<file path="src/rtl/score_hex_display_pkg.sv">
// Shared encodings for the score display: game states, converter FSM states,
// active-low seven-segment glyphs and small helpers.
package score_hex_display_pkg;

  localparam int BCD_W = 20;

  typedef enum logic [2:0] {
    S_RUNNING   = 3'd0,
    S_GAME_OVER = 3'd1,
    S_WIN       = 3'd2
  } game_state_e;

  typedef enum logic [1:0] {
    ST_IDLE,
    ST_LOAD,
    ST_SHIFT,
    ST_COMMIT
  } conv_state_e;

  localparam logic [6:0] SEG_BLANK = 7'h7F;
  localparam logic [6:0] SEG_0 = 7'b1000000;
  localparam logic [6:0] SEG_1 = 7'b1111001;
  localparam logic [6:0] SEG_2 = 7'b0100100;
  localparam logic [6:0] SEG_3 = 7'b0110000;
  localparam logic [6:0] SEG_4 = 7'b0011001;
  localparam logic [6:0] SEG_5 = 7'b0010010;
  localparam logic [6:0] SEG_6 = 7'b0000010;
  localparam logic [6:0] SEG_7 = 7'b1111000;
  localparam logic [6:0] SEG_8 = 7'b0000000;
  localparam logic [6:0] SEG_9 = 7'b0010000;
  localparam logic [6:0] SEG_D = 7'b0100001;
  localparam logic [6:0] SEG_O = 7'b0100011;
  localparam logic [6:0] SEG_N = 7'b0101011;
  localparam logic [6:0] SEG_E = 7'b0000110;

  // Unknown codes fall back to RUNNING so a glitchy game FSM never blanks the score.
  function automatic game_state_e decode_state(input logic [2:0] code);
    case (code)
      3'd1:    return S_GAME_OVER;
      3'd2:    return S_WIN;
      default: return S_RUNNING;
    endcase
  endfunction

  function automatic logic [BCD_W-1:0] bcd_add3(input logic [BCD_W-1:0] bcd);
    logic [BCD_W-1:0] res;
    res = bcd;
    for (int n = 0; n < BCD_W / 4; n++) begin
      if (bcd[4*n +: 4] >= 4'd5) res[4*n +: 4] = bcd[4*n +: 4] + 4'd3;
    end
    return res;
  endfunction

  function automatic logic [6:0] win_glyph(input int idx);
    case (idx)
      3:       return SEG_D;
      2:       return SEG_O;
      1:       return SEG_N;
      default: return SEG_E;
    endcase
  endfunction

endpackage

</file>
<file path="src/rtl/score_hex_display_if.sv">
// Status-register read port from the game FSM plus the HEX3..HEX0 display outputs.
interface score_hex_display_if
  import score_hex_display_pkg::*;
#(
  parameter int SCORE_W = 16
) ();

  // game_tick is a one-clock strobe with no back-pressure: score/game_state are
  // sampled on it; busy high means a new score sampled now is deferred, not lost.
  logic               game_tick;
  logic [SCORE_W-1:0] score;
  logic [2:0]         game_state;
  logic [1:0]         level;
  logic [6:0]         hex0;
  logic [6:0]         hex1;
  logic [6:0]         hex2;
  logic [6:0]         hex3;
  logic               busy;
  logic               overflow;
  conv_state_e        dbg_state;

  modport master (
    output game_tick, score, game_state, level,
    input  hex0, hex1, hex2, hex3, busy, overflow, dbg_state
  );

  modport slave (
    input  game_tick, score, game_state, level,
    output hex0, hex1, hex2, hex3, busy, overflow, dbg_state
  );

endinterface

</file>
<file path="src/rtl/score_hex_display_seg7_encoder.sv">
// BCD nibble to active-low seven-segment pattern {g,f,e,d,c,b,a}.
module seg7_encoder
  import score_hex_display_pkg::*;
(
  input  logic [3:0] nibble,
  output logic [6:0] seg
);

  always_comb begin
    seg = SEG_BLANK;
    case (nibble)
      4'd0: seg = SEG_0;
      4'd1: seg = SEG_1;
      4'd2: seg = SEG_2;
      4'd3: seg = SEG_3;
      4'd4: seg = SEG_4;
      4'd5: seg = SEG_5;
      4'd6: seg = SEG_6;
      4'd7: seg = SEG_7;
      4'd8: seg = SEG_8;
      4'd9: seg = SEG_9;
      default: seg = SEG_BLANK;
    endcase
  end

endmodule

</file>
<file path="src/rtl/score_hex_display.sv">
// Score readout: sequential double-dabble binary->BCD, double-buffered digits,
// blink on game over and "donE" on win, all outputs registered.
module score_hex_display
  import score_hex_display_pkg::*;
#(
  parameter int SCORE_W     = 16,
  parameter int NUM_DIGITS  = 4,
  parameter int BLINK_TICKS = 30
) (
  input logic                clk,
  input logic                rst,
  score_hex_display_if.slave bus
);

  localparam int ITER_W  = $clog2(SCORE_W + 1);
  localparam int BLINK_W = $clog2(BLINK_TICKS + 1);
  localparam int BUF_W   = 4 * NUM_DIGITS;

  conv_state_e              state_q, state_d;
  logic [SCORE_W-1:0]       shadow_q, bin_q;
  logic [BCD_W-1:0]         bcd_q, bcd_adj;
  logic [ITER_W-1:0]        iter_q;
  logic [BUF_W-1:0]         buf_q;
  logic                     ovf_q, busy_q;
  game_state_e              gs_q, gs_in;
  logic [BLINK_W-1:0]       blink_cnt;
  logic                     blink_on;
  logic [3:0]               nib  [NUM_DIGITS];
  logic [6:0]               seg  [NUM_DIGITS];
  logic [6:0]               disp [NUM_DIGITS];
  logic [6:0]               hex_q[NUM_DIGITS];
  logic                     higher_zero;
  logic                     sample;
  logic                     unused_level;

  assign unused_level = ^bus.level;
  assign sample  = bus.game_tick && (bus.score != shadow_q);
  assign bcd_adj = bcd_add3(bcd_q);
  assign gs_in   = decode_state(bus.game_state);

  always_ff @(posedge clk or negedge rst) begin
    if (!rst) state_q <= ST_IDLE;
    else      state_q <= state_d;
  end

  always_comb begin
    state_d = state_q;
    case (state_q)
      ST_IDLE:   if (sample) state_d = ST_LOAD;
      ST_LOAD:   state_d = ST_SHIFT;
      ST_SHIFT:  if (iter_q == ITER_W'(SCORE_W - 1)) state_d = ST_COMMIT;
      ST_COMMIT: state_d = ST_IDLE;
      default:   state_d = ST_IDLE;
    endcase
  end

  always_ff @(posedge clk or negedge rst) begin
    if (!rst) begin
      shadow_q <= '0;
      bin_q    <= '0;
      bcd_q    <= '0;
      iter_q   <= '0;
      buf_q    <= '0;
      ovf_q    <= 1'b0;
      busy_q   <= 1'b0;
    end else begin
      case (state_q)
        ST_IDLE: if (sample) begin
          bin_q    <= bus.score;
          shadow_q <= bus.score;
        end
        ST_LOAD: begin
          bcd_q  <= '0;
          iter_q <= '0;
          busy_q <= 1'b1;
        end
        ST_SHIFT: begin
          bcd_q  <= {bcd_adj[BCD_W-2:0], bin_q[SCORE_W-1]};
          bin_q  <= {bin_q[SCORE_W-2:0], 1'b0};
          iter_q <= iter_q + 1'b1;
        end
        ST_COMMIT: begin
          buf_q  <= bcd_q[BUF_W-1:0];
          ovf_q  <= |bcd_q[BCD_W-1:BUF_W];
          busy_q <= 1'b0;
        end
        default: ;
      endcase
    end
  end

  // Blink phase restarts whenever GAME_OVER is (re)entered, so digits always show first.
  always_ff @(posedge clk or negedge rst) begin
    if (!rst) begin
      gs_q      <= S_RUNNING;
      blink_cnt <= '0;
      blink_on  <= 1'b1;
    end else if (bus.game_tick) begin
      gs_q <= gs_in;
      if (gs_in == S_GAME_OVER && gs_q == S_GAME_OVER) begin
        if (blink_cnt == BLINK_W'(BLINK_TICKS - 1)) begin
          blink_cnt <= '0;
          blink_on  <= ~blink_on;
        end else begin
          blink_cnt <= blink_cnt + 1'b1;
        end
      end else begin
        blink_cnt <= '0;
        blink_on  <= 1'b1;
      end
    end
  end

  for (genvar g = 0; g < NUM_DIGITS; g++) begin : g_enc
    seg7_encoder u_enc (
      .nibble (nib[g]),
      .seg    (seg[g])
    );
  end

  always_comb begin
    higher_zero = 1'b1;
    for (int i = 0; i < NUM_DIGITS; i++) nib[i] = ovf_q ? 4'd9 : buf_q[4*i +: 4];
    for (int i = NUM_DIGITS - 1; i >= 0; i--) begin
      higher_zero = higher_zero & (nib[i] == 4'd0);
      disp[i]     = (higher_zero && i != 0) ? SEG_BLANK : seg[i];
      if (gs_q == S_WIN)                        disp[i] = win_glyph(i);
      else if (gs_q == S_GAME_OVER && !blink_on) disp[i] = SEG_BLANK;
    end
  end

  always_ff @(posedge clk or negedge rst) begin
    if (!rst) begin
      for (int i = 0; i < NUM_DIGITS; i++) hex_q[i] <= (i == 0) ? SEG_0 : SEG_BLANK;
    end else begin
      for (int i = 0; i < NUM_DIGITS; i++) hex_q[i] <= disp[i];
    end
  end

  assign bus.hex0      = hex_q[0];
  assign bus.hex1      = hex_q[1];
  assign bus.hex2      = hex_q[2];
  assign bus.hex3      = hex_q[3];
  assign bus.busy      = busy_q;
  assign bus.overflow  = ovf_q;
  assign bus.dbg_state = state_q;

endmodule
</file>
<file path="src/flat_wrapper.sv">
// flat-port wrapper written by rule: the top's interface ports become plain ports
module score_hex_display_flat import score_hex_display_pkg::*;
#(
  parameter int SCORE_W     = 16,
  parameter int NUM_DIGITS  = 4,
  parameter int BLINK_TICKS = 30
)
  (clk, rst, bus_game_tick, bus_score, bus_game_state, bus_level, bus_hex0, bus_hex1, bus_hex2, bus_hex3, bus_busy, bus_overflow, bus_dbg_state);
  score_hex_display_if #(.SCORE_W(SCORE_W)) bus_i ();
  input logic clk;
  input logic rst;
  input wire logic [$bits(bus_i.game_tick)-1:0] bus_game_tick;
  input wire logic [$bits(bus_i.score)-1:0] bus_score;
  input wire logic [$bits(bus_i.game_state)-1:0] bus_game_state;
  input wire logic [$bits(bus_i.level)-1:0] bus_level;
  output wire logic [$bits(bus_i.hex0)-1:0] bus_hex0;
  output wire logic [$bits(bus_i.hex1)-1:0] bus_hex1;
  output wire logic [$bits(bus_i.hex2)-1:0] bus_hex2;
  output wire logic [$bits(bus_i.hex3)-1:0] bus_hex3;
  output wire logic [$bits(bus_i.busy)-1:0] bus_busy;
  output wire logic [$bits(bus_i.overflow)-1:0] bus_overflow;
  output wire logic [$bits(bus_i.dbg_state)-1:0] bus_dbg_state;
  assign bus_i.game_tick = bus_game_tick;
  assign bus_i.score = bus_score;
  assign bus_i.game_state = bus_game_state;
  assign bus_i.level = bus_level;
  assign bus_hex0 = bus_i.hex0;
  assign bus_hex1 = bus_i.hex1;
  assign bus_hex2 = bus_i.hex2;
  assign bus_hex3 = bus_i.hex3;
  assign bus_busy = bus_i.busy;
  assign bus_overflow = bus_i.overflow;
  assign bus_dbg_state = bus_i.dbg_state;
  score_hex_display #(.SCORE_W(SCORE_W), .NUM_DIGITS(NUM_DIGITS), .BLINK_TICKS(BLINK_TICKS)) u_core (.clk(clk), .rst(rst), .bus(bus_i));
endmodule
</file>
<file path="config.mk">
export PLATFORM = sky130hd
export DESIGN_NAME = score_hex_display_flat
export DESIGN_NICKNAME = d
export VERILOG_FILES = /design/src/rtl/score_hex_display_pkg.sv /design/src/rtl/score_hex_display_if.sv /design/src/rtl/score_hex_display_seg7_encoder.sv /design/src/rtl/score_hex_display.sv /design/src/flat_wrapper.sv
export SDC_FILE = /design/constraint.sdc
export NUM_CORES = 1
export LEC_CHECK = 0
export ABC_AREA = 1
export BUFFER_PORTS_ARGS = -buffer_cell sky130_fd_sc_hd__buf_4
export CAP_MARGIN = 10
export CORE_MARGIN = 2
export CORE_UTILIZATION = 60
export DETAILED_ROUTE_END_ITERATION = 10
export GPL_TIMING_DRIVEN = 0
export PLACE_DENSITY = 0.81
export SLEW_MARGIN = 10
export SYNTH_ARGS = -nofsm -noshare
export SYNTH_HDL_FRONTEND = slang
export SYNTH_SLANG_ARGS = --single-unit
</file>
<file path="constraint.sdc">
create_clock -name clk -period 1.9 [get_ports clk]
set_input_delay 0.38 -clock clk [delete_from_list [all_inputs] [get_ports clk]]
set_output_delay 0.38 -clock clk [all_outputs]
set_load 0.005 [all_outputs]
</file>
Yosys cells after proc, flatten, opt, wreduce, memory -nomap -nowiden
Memories as Yosys holds them, arrays and structs flattened.
Cells that the tools add are included.
W data, S select, Z words.

cells by class
  reduce and logical (&&, ||, !) cells = 16
  add/sub/neg operators = 7
  magnitude comparators = 5
  bitwise logic cells = 3
  multiplexer cells = 33
  equality and inequality tests = 14

operators with widths
  kind                   number
  $mux W7                11
  $pmux W20 S2           1
  $mux W4                8
  $pmux W16 S2           1
  $ge A4 B3 Y1 const B   5
  $add A4 B2 Y4 const B  4
  $mux W16               1
  $ne A16 B16 Y1         1
  $logic_not A4 Y1       3
  $add A5 B1 Y5 const B  2
  $mux W5                2
  $pmux W5 S2            1
  $pmux W2 S4            1
  $reduce_and A2 Y1      4
  $eq A3 B1 Y1 const B   2
  $eq A3 B2 Y1 const B   2
  $reduce_bool A2 Y1     3
  $eq A5 B4 Y1 const B   1
  $eq A5 B5 Y1 const B   1
  $eq A2 B1 Y1 const B   2
  $eq A2 B2 Y1 const B   2
  $mux W2                2
  $ne A2 B1 Y1 const B   2
  $pmux W2 S2            1
  other kinds (11)       15

word-level totals
  ROM bits = 448
  register bits = 114
  logic and storage cells = 97
  output and inout bits = 32
  memories = 4

memories
  name              depth  width  rd ports  clocked after Yosys merged registers in  write ports  line                                  source
  (name not given)  16     7      1         0                                        0            score_hex_display_seg7_encoder.sv:11  case (nibble)
  (name not given)  16     7      1         0                                        0            score_hex_display_seg7_encoder.sv:11
  (name not given)  16     7      1         0                                        0            score_hex_display_seg7_encoder.sv:11
  (name not given)  16     7      1         0                                        0            score_hex_display_seg7_encoder.sv:11

Longest topological paths before layout
  depth in word-level cells = 7
  mapped depth = 12
  mapped depth without buffers = 12

Modules after synthesis
From an unflattened synthesis, not the netlist that was laid out.

second synthesis, totals
  cell total of the unflattened synthesis = 809
  area total of the unflattened synthesis = 6,327.3 um^2

by module, submodules not included
  module             times used  cells an instance  seq. area each (um^2)  area an instance (um^2)
  score_hex_display  1           669                2,856.5                5,576.6
  seg7_encoder       4           35                 0.0                    187.7

Worst setup path after synthesis
OpenSTA, ideal clock, no wires.

  kind = register to register
  start point = register u_core.ovf_q (netlist: u_core.bus.overflow)
  end point = register u_core.hex_q, in the netlist u_core.bus.hex2[0]
  cell stages (with the launch flop) = 11
  setup slack = 120 ps
  period minus slack after synthesis = 1,780 ps
  data arrival time = 1,691 ps
  path buffers = 1
  path through = dfrtp_1 -> buf_6 -> nor2_1 -> inv_1 -> ha_1 -> nand3_1 -> nor2_1 -> nor2_2 -> o21ai_0 -> nor2_1 -> o21ai_0

RTL lines
  what                    line                     source
  from (decl)             score_hex_display.sv:24  logic ovf_q, busy_q;
  from (signal assigned)  score_hex_display.sv:84  ovf_q <= |bcd_q[BCD_W-1:BUF_W];
  to (decl)               score_hex_display.sv:31  logic [6:0] hex_q[NUM_DIGITS];

==> flow_summary.ini <==
[detailed_routing]
drt_pass1_iterations = 5
drt_iter0_drc = 381
wl_per_cell_um = 13.58
routed-via-count = 5099
vias_per_cell = 5.230
antenna_left = 0
route.detailed.drc = 0
totalWireLength_um = 13240

[synthesis]
ys_warn_count = 0
netlist_area_um2 = 6076
synth_compound_area_share_pct = 12.89
syn_avg_cell_area_um2 = 8.101
synth_top_family_by_area = simple AND/OR/NAND/NOR gates
ys_seq_elements = 113
ys_seq_area_share_pct = 47.01
synthXorXnorAreaFrac_pct = 1.153
muxShareOfSynthArea_pct = 0
syn-num-nets = 808
yosys.cell_types.count = 37
yosys.area_share.simple_pct = 21.95
synth_fa_ha_area_share_pct = 7.002
syn_inst = 750

[floorplan]
num_rows = 36
io_pins = 56
fp.dieW_um = 104.6
dieArea_um2 = 10950
core_um2 = 9819
dieHeight_um = 104.6
start_util_pct = 61.88

[clock_tree]
clk_path_buf_depth = 2
htreeDepth = 4
clock_latency_ps = 530
clkTransAtPathRegs_ps = 50
clockRootBuffer = clkbuf_8
cts-buffers-inserted = 17
cts_sinks = 113
cts_hold_buf = 0
tritoncts = done

[setup_path]
start_kind = flop
path_buf_inv = 3
worst_path_max_delay_cell = dfrtp_1
worst-endpoint-arrival_ps = 2250
crit_top_cell = nor2_4
critPathKind = reg2reg
crit_path_max_incr_delay_ps = 400
crit_fanout = 10
cp_top_family = simple AND/OR/NAND/NOR gates
reg2reg_from = u_core.bus.overflow
r2r_setup_slack_ps = 110
crit_chain = buf_12 -> buf_6 -> nor2_4 -> ha_2 -> nand3_2 -> nor2_4 -> nor2_4 -> a21oi_2 -> nor2_2 -> nand2_1 -> inv_2 -> nand2_1
crit_required_ps = 2360
end_kind = flop
setup.worst_path.start = u_core.bus.overflow

[pwr]
powerDensity_nw_per_um2 = 1476
leakagePower_nw = 3.597
ir_drop_v = 0.0006917

[global_route]
overflow = 0
grt_start_max_net_pins = 114
antenna_found_initial = 0
grt_usage_pct = 24.89
grt_pass1_wl_um = 22050
grt_pass1_vias = 4817

[finish]
area_growth_pct = 20.70
stdcell_count = 975
layout.nets = 887
num_antenna_cells = 0
drive_gt1_share_pct = 19.60
design_area_um2 = 7333
fillCellCount = 684

[timing]
worstMarginPinSlew_ps = 997.0
slew_violations = 0
relSlewSlack_pct = 33.53
fin_worst_skew_ps = 6.998
fin_crit_sh_pct = 94.22
whs_ps = -11.11
setup_viol = 0
fin_crit_ps = 1790
max_freq_mhz = 558.6
finalHoldViolations = 10

[placement]
io_buffers = 53
dp_hpwl_um = 8837
placed_area_um2 = 6644
placed_cells = 936
gp_congestion = 0.8712

[status]
outcome = finished, violations left
failed_checks = negative hold slack

[job]
maxCapViolCount = 0

[worst_hold_path]
hp-class = in2async
[cell type report]
cell class	count	area (um^2)	share of cell area (%)
clock inverter	6	55.05	0.7507
inverter	118	445.4	6.074
tap	133	166.4	2.269
sequential	113	2858	38.97
multi-input combinational	495	2681	36.56
clock buffer	26	498.0	6.791
timing repair buffer	60	454.2	6.193
buffer	24	175.2	2.389
[per-layer routing]
metal	routed length [um]	vias up	global-route usage [%]
li1	-	2538	-
met2	6598	136	40.76
met3	590	21	4.866
met5	0	-	0
met1	5823	2404	32.34
met4	230	0	10.86
[synth_stat cells (all sizes together)]
cell type | number | share of area, %
a21oi | 26 | 2.3
a31oi | 3 | 0.31
a32o | 1 | 0.16
buf | 12 | 2.0
clkbuf | 12 | 0.74
dfrtp | 90 | 37
dfstp | 23 | 9.9
ha | 34 | 7.0
inv | 118 | 7.3
nand2 | 197 | 12
nand3 | 44 | 4.3
nor2 | 63 | 4.5
nor3 | 4 | 0.41
nor3b | 1 | 0.12
o21a | 4 | 0.49
o21ai | 92 | 7.6
o221ai | 2 | 0.29
o22ai | 7 | 0.72
o311ai | 1 | 0.14
o32ai | 6 | 0.86
or2 | 2 | 0.21
xor2 | 8 | 1.2
[cell families (layout without fill, tap and decap cells)]
kind of cell	after synthesis	after routing
simple gates	311	311
compound gates	142	142
buf+inv	142	234
flops	113	113
fa+ha+maj	34	34
xor+xnor	8	8
[sequential cells by signal, summed over array words and instances (netlist names), 5 cells and up]
register,flops
u_core.bin_q,16
u_core.buf_q,16
u_core.shadow_q,16
u_core.bus.hex0,7
u_core.bus.hex2,7
u_core.bus.hex3,7
u_core.iter_q,5
u_core.blink_cnt,5
u_core.bus.hex1,7
u_core.bcd_q,20
[path summary, 6_finish.rpt]
path / to / cells after the start
min reg2reg: u_core.bin_q[8] / 2
max in group asynchronous: u_core.bus.dbg_state[1] / 1
min: u_core.bus.hex0[5] / 1
min in group clk: u_core.gs_q[1] / 2
max: u_core.bus.hex1[0] / 12
max reg2reg: u_core.bus.hex1[0] / 12
[stage by stage]
stage	hold slack (ps)	setup TNS [ps]	setup slack [ps]	power, mW	utilization (%)
3_5_place_dp	493.6	-2058	-184.2	7.542	67.66
3_3_place_gp	490.0	-935.1	-119.0	7.344	67.62
2_1_floorplan	84.41	0	120.4	6.264	-
6_report	-11.11	0	109.9	10.83	74.68
5_1_grt	68.46	-3.748	-3.748	11.54	74.68
4_1_cts	38.46	0	16.73	10.61	73.69
[power breakdown]
group          total (mW)  switching (mW)  internal, mW
Clock                2.95            1.05          1.89
Combinational        4.14            2.47          1.68
Sequential           3.74           0.453          3.28
[cells in the final DEF, fill, tap and decap left out, types with 2 or more instances in the layout]
master       n
a21oi_1     24
a21oi_2      2
a31oi_1      3
buf_12       3
buf_2        5
buf_4       60
buf_6        3
clkbuf_1    16
clkbuf_16   16
clkbuf_8     6
clkinv_2     5
dfrtp_1     89
dfstp_2     23
ha_1        32
ha_2         2
inv_1      114
inv_2        3
nand2_1    193
nand2_2      3
nand3_1     35
nand3_2      8
nor2_1      47
nor2_2       7
nor2_4       9
nor3_1       3
o21a_1       4
o21ai_0     88
o21ai_1      2
o21ai_2      2
o221ai_1     2
o22ai_1      7
o32ai_1      6
xor2_1       8
[repair_timing]
| item | CTS | global route |
|---|---|---|
| endpoints found under the setup margin | 22 | 18 |
| setup buffers | 0 | 7 |
| pin swaps | 2 | 6 |
| resized for setup | 14 | 14 |
(Power assumes the default switching activity.)
